### config.mk
export PLATFORM = sky130hd
export DESIGN_NAME = ksa
export DESIGN_NICKNAME = d
export VERILOG_FILES = /design/src/rtl/ksa.sv
export SDC_FILE = /design/constraint.sdc
export NUM_CORES = 1
export LEC_CHECK = 0
export CAP_MARGIN = 10
export CORE_MARGIN = 2
export CORE_UTILIZATION = 48
export DETAILED_ROUTE_END_ITERATION = 12
export PLACE_DENSITY = 0.74
export SYNTH_ARGS = -nofsm -noshare
export SYNTH_HDL_FRONTEND = slang
export SYNTH_SLANG_ARGS = --single-unit
### constraint.sdc
create_clock -name clk -period 2.5 [get_ports clk]
set_clock_uncertainty 0.05 [all_clocks]
set_input_delay 0.375 -clock clk [delete_from_list [all_inputs] [get_ports clk]]
set_output_delay 0.375 -clock clk [all_outputs]
set_load 0.03 [all_outputs]
### src/rtl/ksa.sv
// ARC4 key-scheduling stage: permutes the shared S memory in place using the key.
// Define KSA_FAST_EQ_EN to skip the read/swap of iterations where j equals i.
module ksa #(
   parameter int KEY_BYTES = 3
) (
   input  logic                   clk,
   input  logic                   rst,
   input  logic                   en,
   output logic                   rdy,
   input  logic [KEY_BYTES*8-1:0] key,
   output logic [7:0]             addr,
   input  logic [7:0]             rddata,
   output logic [7:0]             wrdata,
   output logic                   wren
);

   localparam int KW = (KEY_BYTES > 1) ? $clog2(KEY_BYTES) : 1;

   typedef enum logic [2:0] {
      S_IDLE,
      S_RD_I,
      S_GET_I,
      S_RD_J,
      S_GET_J,
      S_WR_I,
      S_WR_J
   } state_t;

   state_t                 r_state;
   logic [7:0]             r_i;
   logic [7:0]             r_j;
   logic [KW-1:0]          r_kidx;
   logic [7:0]             r_si;
   logic [7:0]             r_sj;
   logic [KEY_BYTES*8-1:0] r_key;

   logic [7:0]    w_kbyte;
   logic [7:0]    w_jnew;
   logic [KW-1:0] w_kidx_nxt;
   logic          w_last;

   // byte 0 is the most significant byte of the key
   always_comb begin
      w_kbyte = '0;
      for (int b = 0; b < KEY_BYTES; b++) begin
         if (r_kidx == KW'(b)) w_kbyte = r_key[8*(KEY_BYTES-1-b) +: 8];
      end
   end

   assign w_jnew     = r_j + rddata + w_kbyte;
   assign w_last     = (r_i == 8'hFF);
   assign w_kidx_nxt = (r_kidx == KW'(KEY_BYTES-1)) ? '0 : r_kidx + KW'(1);

   always_ff @(posedge clk) begin
      if (rst) begin
         r_state <= S_IDLE;
         r_i     <= '0;
         r_j     <= '0;
         r_kidx  <= '0;
         r_si    <= '0;
         r_sj    <= '0;
         r_key   <= '0;
      end else begin
         unique case (r_state)
            S_IDLE: begin
               if (en) begin
                  r_key   <= key;
                  r_i     <= '0;
                  r_j     <= '0;
                  r_kidx  <= '0;
                  r_state <= S_RD_I;
               end
            end
            S_RD_I: r_state <= S_GET_I;
            S_GET_I: begin
               r_si <= rddata;
               r_j  <= w_jnew;
`ifdef KSA_FAST_EQ_EN
               if (w_jnew == r_i) begin
                  if (w_last) begin
                     r_state <= S_IDLE;
                  end else begin
                     r_i     <= r_i + 8'd1;
                     r_kidx  <= w_kidx_nxt;
                     r_state <= S_RD_I;
                  end
               end else begin
                  r_state <= S_RD_J;
               end
`else
               r_state <= S_RD_J;
`endif
            end
            S_RD_J: r_state <= S_GET_J;
            S_GET_J: begin
               r_sj    <= rddata;
               r_state <= S_WR_I;
            end
            S_WR_I: r_state <= S_WR_J;
            S_WR_J: begin
               if (w_last) begin
                  r_state <= S_IDLE;
               end else begin
                  r_i     <= r_i + 8'd1;
                  r_kidx  <= w_kidx_nxt;
                  r_state <= S_RD_I;
               end
            end
            default: r_state <= S_IDLE;
         endcase
      end
   end

   always_comb begin
      rdy    = 1'b0;
      wren   = 1'b0;
      addr   = r_i;
      wrdata = 8'h00;
      unique case (r_state)
         S_IDLE: rdy = 1'b1;
         S_RD_J, S_GET_J: addr = r_j;
         S_WR_I: begin
            wrdata = r_sj;
            wren   = 1'b1;
         end
         S_WR_J: begin
            addr   = r_j;
            wrdata = r_si;
            wren   = 1'b1;
         end
         default: ;
      endcase
   end

endmodule

==> metrics.md, run 1 <==
| Metric | Value |
|---|---|
| Clock root buffer | clkbuf_8 |
| Setup ws final | -0.153 ns |
| Max Clock Freq | 377 MHz |
| Largest net degree at the start of global routing | 39 |
| Post-Synthesis Cells | ~370 |
| Setup crit end kind | flip-flop |
| CTS tree | built |
| Total grt overflow | 0 |
| Top cells by area, synth | dfxtp_1 (40%), nand2_1 (10%), a21oi_1 (6.7%) |
| Critical Path Start Type | flip-flop |
| Arrival time worst endpoint | 2.88 ns |
| Hold slack | 0.406 ns |
| Top Usage Layer GRT | met2 |
| DRC viols | 0 |
| RePlAce Congestion | 0.845 |
| Seq/Total Area, Yosys | roughly two fifths |
| Post-DP HPWL | between 5000 and 6000 µm |
| Routed len/inst | between 10 and 15 µm |
| Final setup fails | 4 |
| Commonest cells after routing, fill and taps aside | nand2_1 (84), dfxtp_1 (60), a21oi_1 (40) |
| Final nets | 485 |
| Initial Util | 49.1% |
| WS Path Type | flip-flop to flip-flop |
| Yosys Warn Count | 0 |
| Area growth syn-to-layout | 30.4% |
| Most common flop cell mapped by yosys | dfxtp_1 |
| Final WL | approximately 7000 µm |
| Final Slew Violations | 0 |
| Total die area | approximately 0.0071 mm² |
| Final hold vios | 0 |
| H-tree depth | 3 |
| Antenna Nets Post-Route | 0 |
| Grt met1 use | roughly 26% |
| First-pass GRT wire length | between 10000 and 15000 µm |
| Antenna violations before repair | 0 |
| Horiz. Die Dim | between 80 and 90 µm |
| Port Buffer Count | between 50 and 60 |
| Status | finished, violations left |
| Yosys cell types | 40 |
| Initial DRT Pass Iterations | 4 |
| Total GRT Usage | 20.8% |
| Total number of vias | 2680 |
| Mapped Avg Cell Area | roughly 8.4 µm² |
| Pre-CTS worst setup slack | -0.399 ns |
| Iteration-0 DRC Markers | 73 |
| Worst-Margin Slew | just under 0.7 ns |
| Fin crit share | 106% |
| RSZ-0062 raised after global routing | yes |
| Synth top area share | between 30% and 40% |
| Die height | about 84 µm |
| Row count | 29 |
| Async SR Flop Fraction | 0% |
| Slew margin rel. | a little over half |
| Post-layout min period | ~2.7 ns |
| Yosys reg bits | 61 |
| CTS Sinks | between 60 and 70 |
| Vias in the first global route | between 2k and 3k |
| Max Cap Viol | 0 |
| Longest Clk Path Bufs | 2 |
| Failing checks | setup timing |
| Commonest non-fill, non-tap cell in the layout | nand2_1 |
| Number of vias per cell | between 5 and 6 |
| Leakage power | approximately 1.7 nW |
| EDFF count, synth | 0 |
| VDD IR max | roughly 0.00034 V |
| Share of cells above drive strength 1 | ~15% |
| TritonCTS buffer count | 9 |
| M2 GR Usage | 34.7% |
| Mapped Nets | 416 |
| Hold/Removal Path Class | flip-flop to flip-flop |
| Critical Path RT | between 2 and 3 ns |
| Yosys top cell by area | dfxtp_1 |
| I/O pin count | 53 |
| Antenna fix cells | 0 |
| Core Footprint | around 0.0063 mm² |
| Clk_lat worst skew | approximately 0.34 ns |
| Cell area after synthesis | between 0.003 and 0.004 mm² |
| Reg clk slew, reported paths | 0.06 ns |
| Met3 Usage GRT | about 4.8% |
| Pwr/cell area | 554 mW/mm² |
| Crit Path Max Fanout | 6 |
## synth_stat cells (2+ instances only)
master / instances
nand2_1: 84
dfxtp_1: 61
a21oi_1: 41
nor2_1: 28
mux2i_1: 18
nor2b_1: 12
clkbuf_1: 11
a22oi_1: 9
fa_1: 8
inv_1: 8
mux2_2: 8
buf_4: 7
ha_1: 7
nand3_1: 7
o21ai_0: 7
xnor2_1: 6
xor2_1: 5
and3_1: 4
buf_2: 4
nor3_1: 4
a31oi_1: 3
nand2b_1: 3
and4_1: 2
nand3b_1: 2
o21a_1: 2
## area by class of cell
type,instances,area [µm²]
Tap cell,77,96.3
Inverter,8,30.0
Clock inverter,2,10.0
Sequential cell,61,1220
Timing Repair Buffer,81,763
Clock buffer,13,149
Multi-Input combinational cell,274,1750
Fill cell,560,2260
## logic make-up (layout without fill, tap and decap cells)
kind of cell / Yosys count / count (layout) / share of synthesized area, %
simple gates: 154 / 154 / 22.3
compound gates: 68 / 68 / 13.1
flops: 61 / 61 / 39.6
buf+inv: 31 / 104 / 5.04
mux: 26 / 26 / 8.77
fa+ha+maj: 15 / 15 / 8.04
xor+xnor: 11 / 11 / 3.13
## power by group
group	internal (mW)	total (mW)	switching, mW	leakage (nW)
Combinational	0.212	0.440	0.227	1.10
Sequential	1.02	1.06	0.0360	0.497
Clock	0.379	0.730	0.351	0.0833
## path summary, 6_finish.rpt
| kind | start | end | slack, ns | cells after the start |
|---|---|---|---|---|
| setup reg to reg | r_kidx[1] | r_j[7] | -0.15 | 10 |
| hold reg to reg | r_si[2] | r_si[2] | 0.41 | 2 |
| hold / removal | r_si[2] | r_si[2] | 0.41 | 2 |
| setup / recovery | r_kidx[1] | r_j[7] | -0.15 | 10 |
## worst max-delay path: stages (launching register included)
cell and delay [ns]:
dfxtp_2 0.36, buf_12 0.13, mux2i_2 0.22, o21ai_1 0.10, fa_1 0.44, ha_1 0.32
nor2b_2 0.17, o31ai_2 0.21, a21oi_1 0.11, or4_1 0.41, nand3_1 0.08
## layer usage
metal	up-vias	wire length, µm
met5	-	0
met4	0	159
met3	15	320
met2	71	3340
met1	1227	3190
li1	1367	-
## metrics by stage
step,TNS (ns),cell area [µm²],cells,utilization [%],power [mW]
after floorplan,-0.116,3080,366,-,1.32
after global placement,-1.10,3790,500,60.4,1.48
after detailed placement,-1.35,3790,500,60.4,1.49
after CTS,-0.334,3990,515,63.5,2.24
after global routing,-1.14,4020,516,64.0,2.35
final,-0.302,4020,516,64.0,2.23
## registers in the layout, summed over array words and instances, names as in the netlist
register and cells:
r_si 8, r_key 24, r_i 8, r_j 8, r_state 3, r_kidx 2, r_sj 8
## repair_timing
item | CTS | global route
hold buffers | 0 | 0
setup endpoints to repair | 13 | 14
buffers inserted | 1 | 1
pin swaps | 16 | 6
gates resized for setup | 26 | 10
Note: power is estimated with default switching activity, not from simulation.
==> inputs of run 2 (changes only) <==
==> constraint.sdc (replaced) <==
create_clock -name clk -period 2.4 [get_ports clk]
set_clock_uncertainty 0.05 [all_clocks]
set_input_delay 0.48 -clock clk [delete_from_list [all_inputs] [get_ports clk]]
set_output_delay 0.48 -clock clk [all_outputs]
set_load 0.03 [all_outputs]
==> run 2 against run 1 <==
  * The run still ends with setup timing left
  * Worst setup slack got worse by 0.14 ns
  * Critical path depth rose by 2
  * Highest routed layer unchanged
  * Hold slack got worse by 0.00062 ns
  * Non-clock buffer count rose by 5
  * Via count rose by 1.7%
  * Final area rose by 1.7%
  * Combinational power rose by 6.6%
  * Die area did not move
  * Clock power rose by 40%
  * Maximum frequency fell by 1.3%
  * Clock-buffer cell count fell by 1
  * Largest cell class unchanged
  * Wire length rose by 5.1%
==> metrics.md, run 2 (same netlist as run 1, synthesis figures left out) <==
| Metric | Value |
|---|---|
| Routed len/inst | about 14 µm |
| DRC viols | 0 |
| Critical Path Stages | 12 |
| CTS tree | built |
| Sequential cell area | 0.00122 mm² |
| Arrival time worst endpoint | roughly 2.9 ns |
| Largest register by flop count | r_key |
| Largest net degree at the start of global routing | 32 |
| Post-DP HPWL | roughly 5200 µm |
| Critical Path RT | about 2.6 ns |
| Largest stage delay, worst path | between 0.5 and 0.6 ns |
| I/O pin count | 53 |
| Total grt overflow | 0 |
| Setup ws final | -0.288 ns |
| Top delay family on crit path | simple AND/OR/NAND/NOR gates |
| Total power | around 2.6 mW |
| Slew margin rel. | 60.2% |
| Antenna Nets Post-Route | 0 |
| Clk_lat worst skew | between 0.3 and 0.4 ns |
| Antenna fix cells | 0 |
| Worst r2r src | r_kidx[1] |
| Max FFs per register | 24 |
| Setup crit end kind | flip-flop |
| Leakage power | 1.63 nW |
| Crit Path Max Fanout | 5 |
| Crit-path cells | and2b_4 > buf_4 > nand2_1 > o21ai_2 > fa_1 > inv_1 > fa_2 > nor2b_4 > o31ai_4 > a21oi_2 > or4_1 > nand3_1 |
| Pre-CTS worst setup slack | -0.578 ns |
| Fin cells | approximately 520 |
| Share of cells above drive strength 1 | between 10% and 20% |
| Post-route cell area | a little over 0.004 mm² |
| First-pass GRT wire length | between 10000 and 15000 µm |
| Worst reg2reg setup slack | -0.29 ns |
| Max Cap Viol | 0 |
| Critical Path Start Type | flip-flop |
| TritonCTS buffer count | 9 |
| Iteration-0 DRC Markers | approximately 100 |
| Vias in the first global route | roughly 2.7k |
| Setup TNS | -1.12 ns |
| Final nets | 490 |
| Post-CTS Hold Fix Bufs | 0 |
| Number of vias per cell | approximately 5.2 |
| Number of cells on the worst reg-to-reg path | 12 |
| Final Slew Violations | 0 |
| Row count | 29 |
| Horiz. Die Dim | roughly 84 µm |
| Final WL | 7370 µm |
| Longest Clk Path Bufs | 2 |
| Worst-Margin Slew | between 0.5 and 0.6 ns |
| Initial DRT Pass Iterations | 4 |
| Total number of vias | between 2k and 3k |
| Hold Startpoint | r_si[6] |
| Status | finished, violations left |
| Pwr/cell area | 634 mW/mm² |
| Placed Cells | around 500 |
| WP buf/inv | 2 |
| FF-to-FF End | r_j[7] |
| Hold/Removal Path Class | flip-flop to flip-flop |
| Hold Crit Depth | 2 |
| Port Buffer Count | between 50 and 60 |
| Antenna violations before repair | 0 |
| RSZ-0062 raised after global routing | yes |
| Core Footprint | between 0.006 and 0.007 mm² |
| Layout fillers | between 500 and 600 |
| Clock root buffer | clkbuf_8 |
| DP Area | approximately 0.0038 mm² |
| Fin crit share | 112% |
| Total GRT Usage | 21.9% |
| Max Clock Freq | 372 MHz |
| Post-layout min period | between 2 and 3 ns |
| Final hold vios | 0 |
| Slowest-stage cell, CP | fa_1 |
| Total die area | roughly 0.0071 mm² |
| RePlAce Congestion | between 0.8 and 0.9 |
| Die height | approximately 84 µm |
| H-tree depth | 3 |
| CTS Sinks | slightly above 60 |
| Reg clk slew, reported paths | around 0.070 ns |
| Area growth syn-to-layout | 32.7% |
| Failing checks | setup timing |
| WS Path Type | flip-flop to flip-flop |
| Final setup fails | 6 |
| VDD IR max | ~0.00042 V |
| Commonest cells after routing, fill and taps aside | nand2_1 (83), dfxtp_1 (60), a21oi_1 (39), buf_4 (39), clkdlybuf4s50_1 (33) |
| Initial Util | around half |
| Hold Path End | r_si[6] |
| Multi-input gate area | 0.00175 mm² |
| Commonest non-fill, non-tap cell in the layout | nand2_1 |
-- run 2: changes by cell type in the layout (fill, tap and decap cells not counted), sizes merged --
cell,previous run,this run
clkbuf,13,12
clkdlybuf4s50,35,33
buf,30,43
dlygate4sd2,8,9
bufinv,0,2
dlymetal6s2s,8,1
-- run 2: worst max-delay path by stage --
stage	endpoint	from
floorplan	r_j[7]	r_kidx[1]
global placement	r_j[7]	rddata[1]
finish	r_j[7]	r_kidx[1]
global route	r_j[7]	r_kidx[1]
detailed placement	r_j[7]	rddata[1]
CTS	r_j[6]	r_kidx[1]
-- run 2: area by class of cell --
cell class / count / share of cell area [%]
clock inverters: 4 / 1.71
multi-input cells: 274 / 42.8
well taps: 77 / 2.36
inverters: 8 / 0.735
flip-flops and latches: 61 / 29.9
repair buffers: 86 / 18.6
clock buffers: 12 / 3.80
-- run 2: worst min-delay path: stages, from the launching register on --
cell and delay, ns:
dfxtp_1 0.31, nand2_1 0.05, a21oi_1 0.05
-- run 2: power by group --
group	leakage (nW)	internal, mW	total (mW)	switching [mW]
Sequential	0.497	1.06	1.10	0.0351
Clock	0.116	0.638	1.02	0.387
Combinational	1.02	0.226	0.469	0.243
Total	1.63	1.93	2.59	0.664
-- run 2: metal layers --
metal | vias up | track usage [%] | share of wire (%)
met1 | 1266 | 27.5 | 45
met5 | - | 0 | 0
li1 | 1376 | - | -
met2 | 72 | 36.4 | 49
met3 | 12 | 5.04 | 3.9
met4 | 0 | 8.94 | 2.0
-- run 2: per-stage QoR --
step                      util [%]  hold slack, ns
after floorplan                  -           0.385
after global placement        60.9           0.392
final                         65.1           0.405
after CTS                     64.7           0.406
after detailed placement      60.9           0.397
after global routing          65.1           0.419
-- run 2: repair_timing --
action,in CTS,in global routing
endpoints found under the hold margin,0,0
buffers inserted,0,1
resized for setup,19,7
pin swaps,3,4
gates cloned,0,0
setup endpoints to repair,15,7
==> inputs of run 3 (changes only) <==
- SLEW_MARGIN: default -> 20
==> results of run 3 <==
Same layout as run 2: the final DEF is identical, and so are final timing and power.
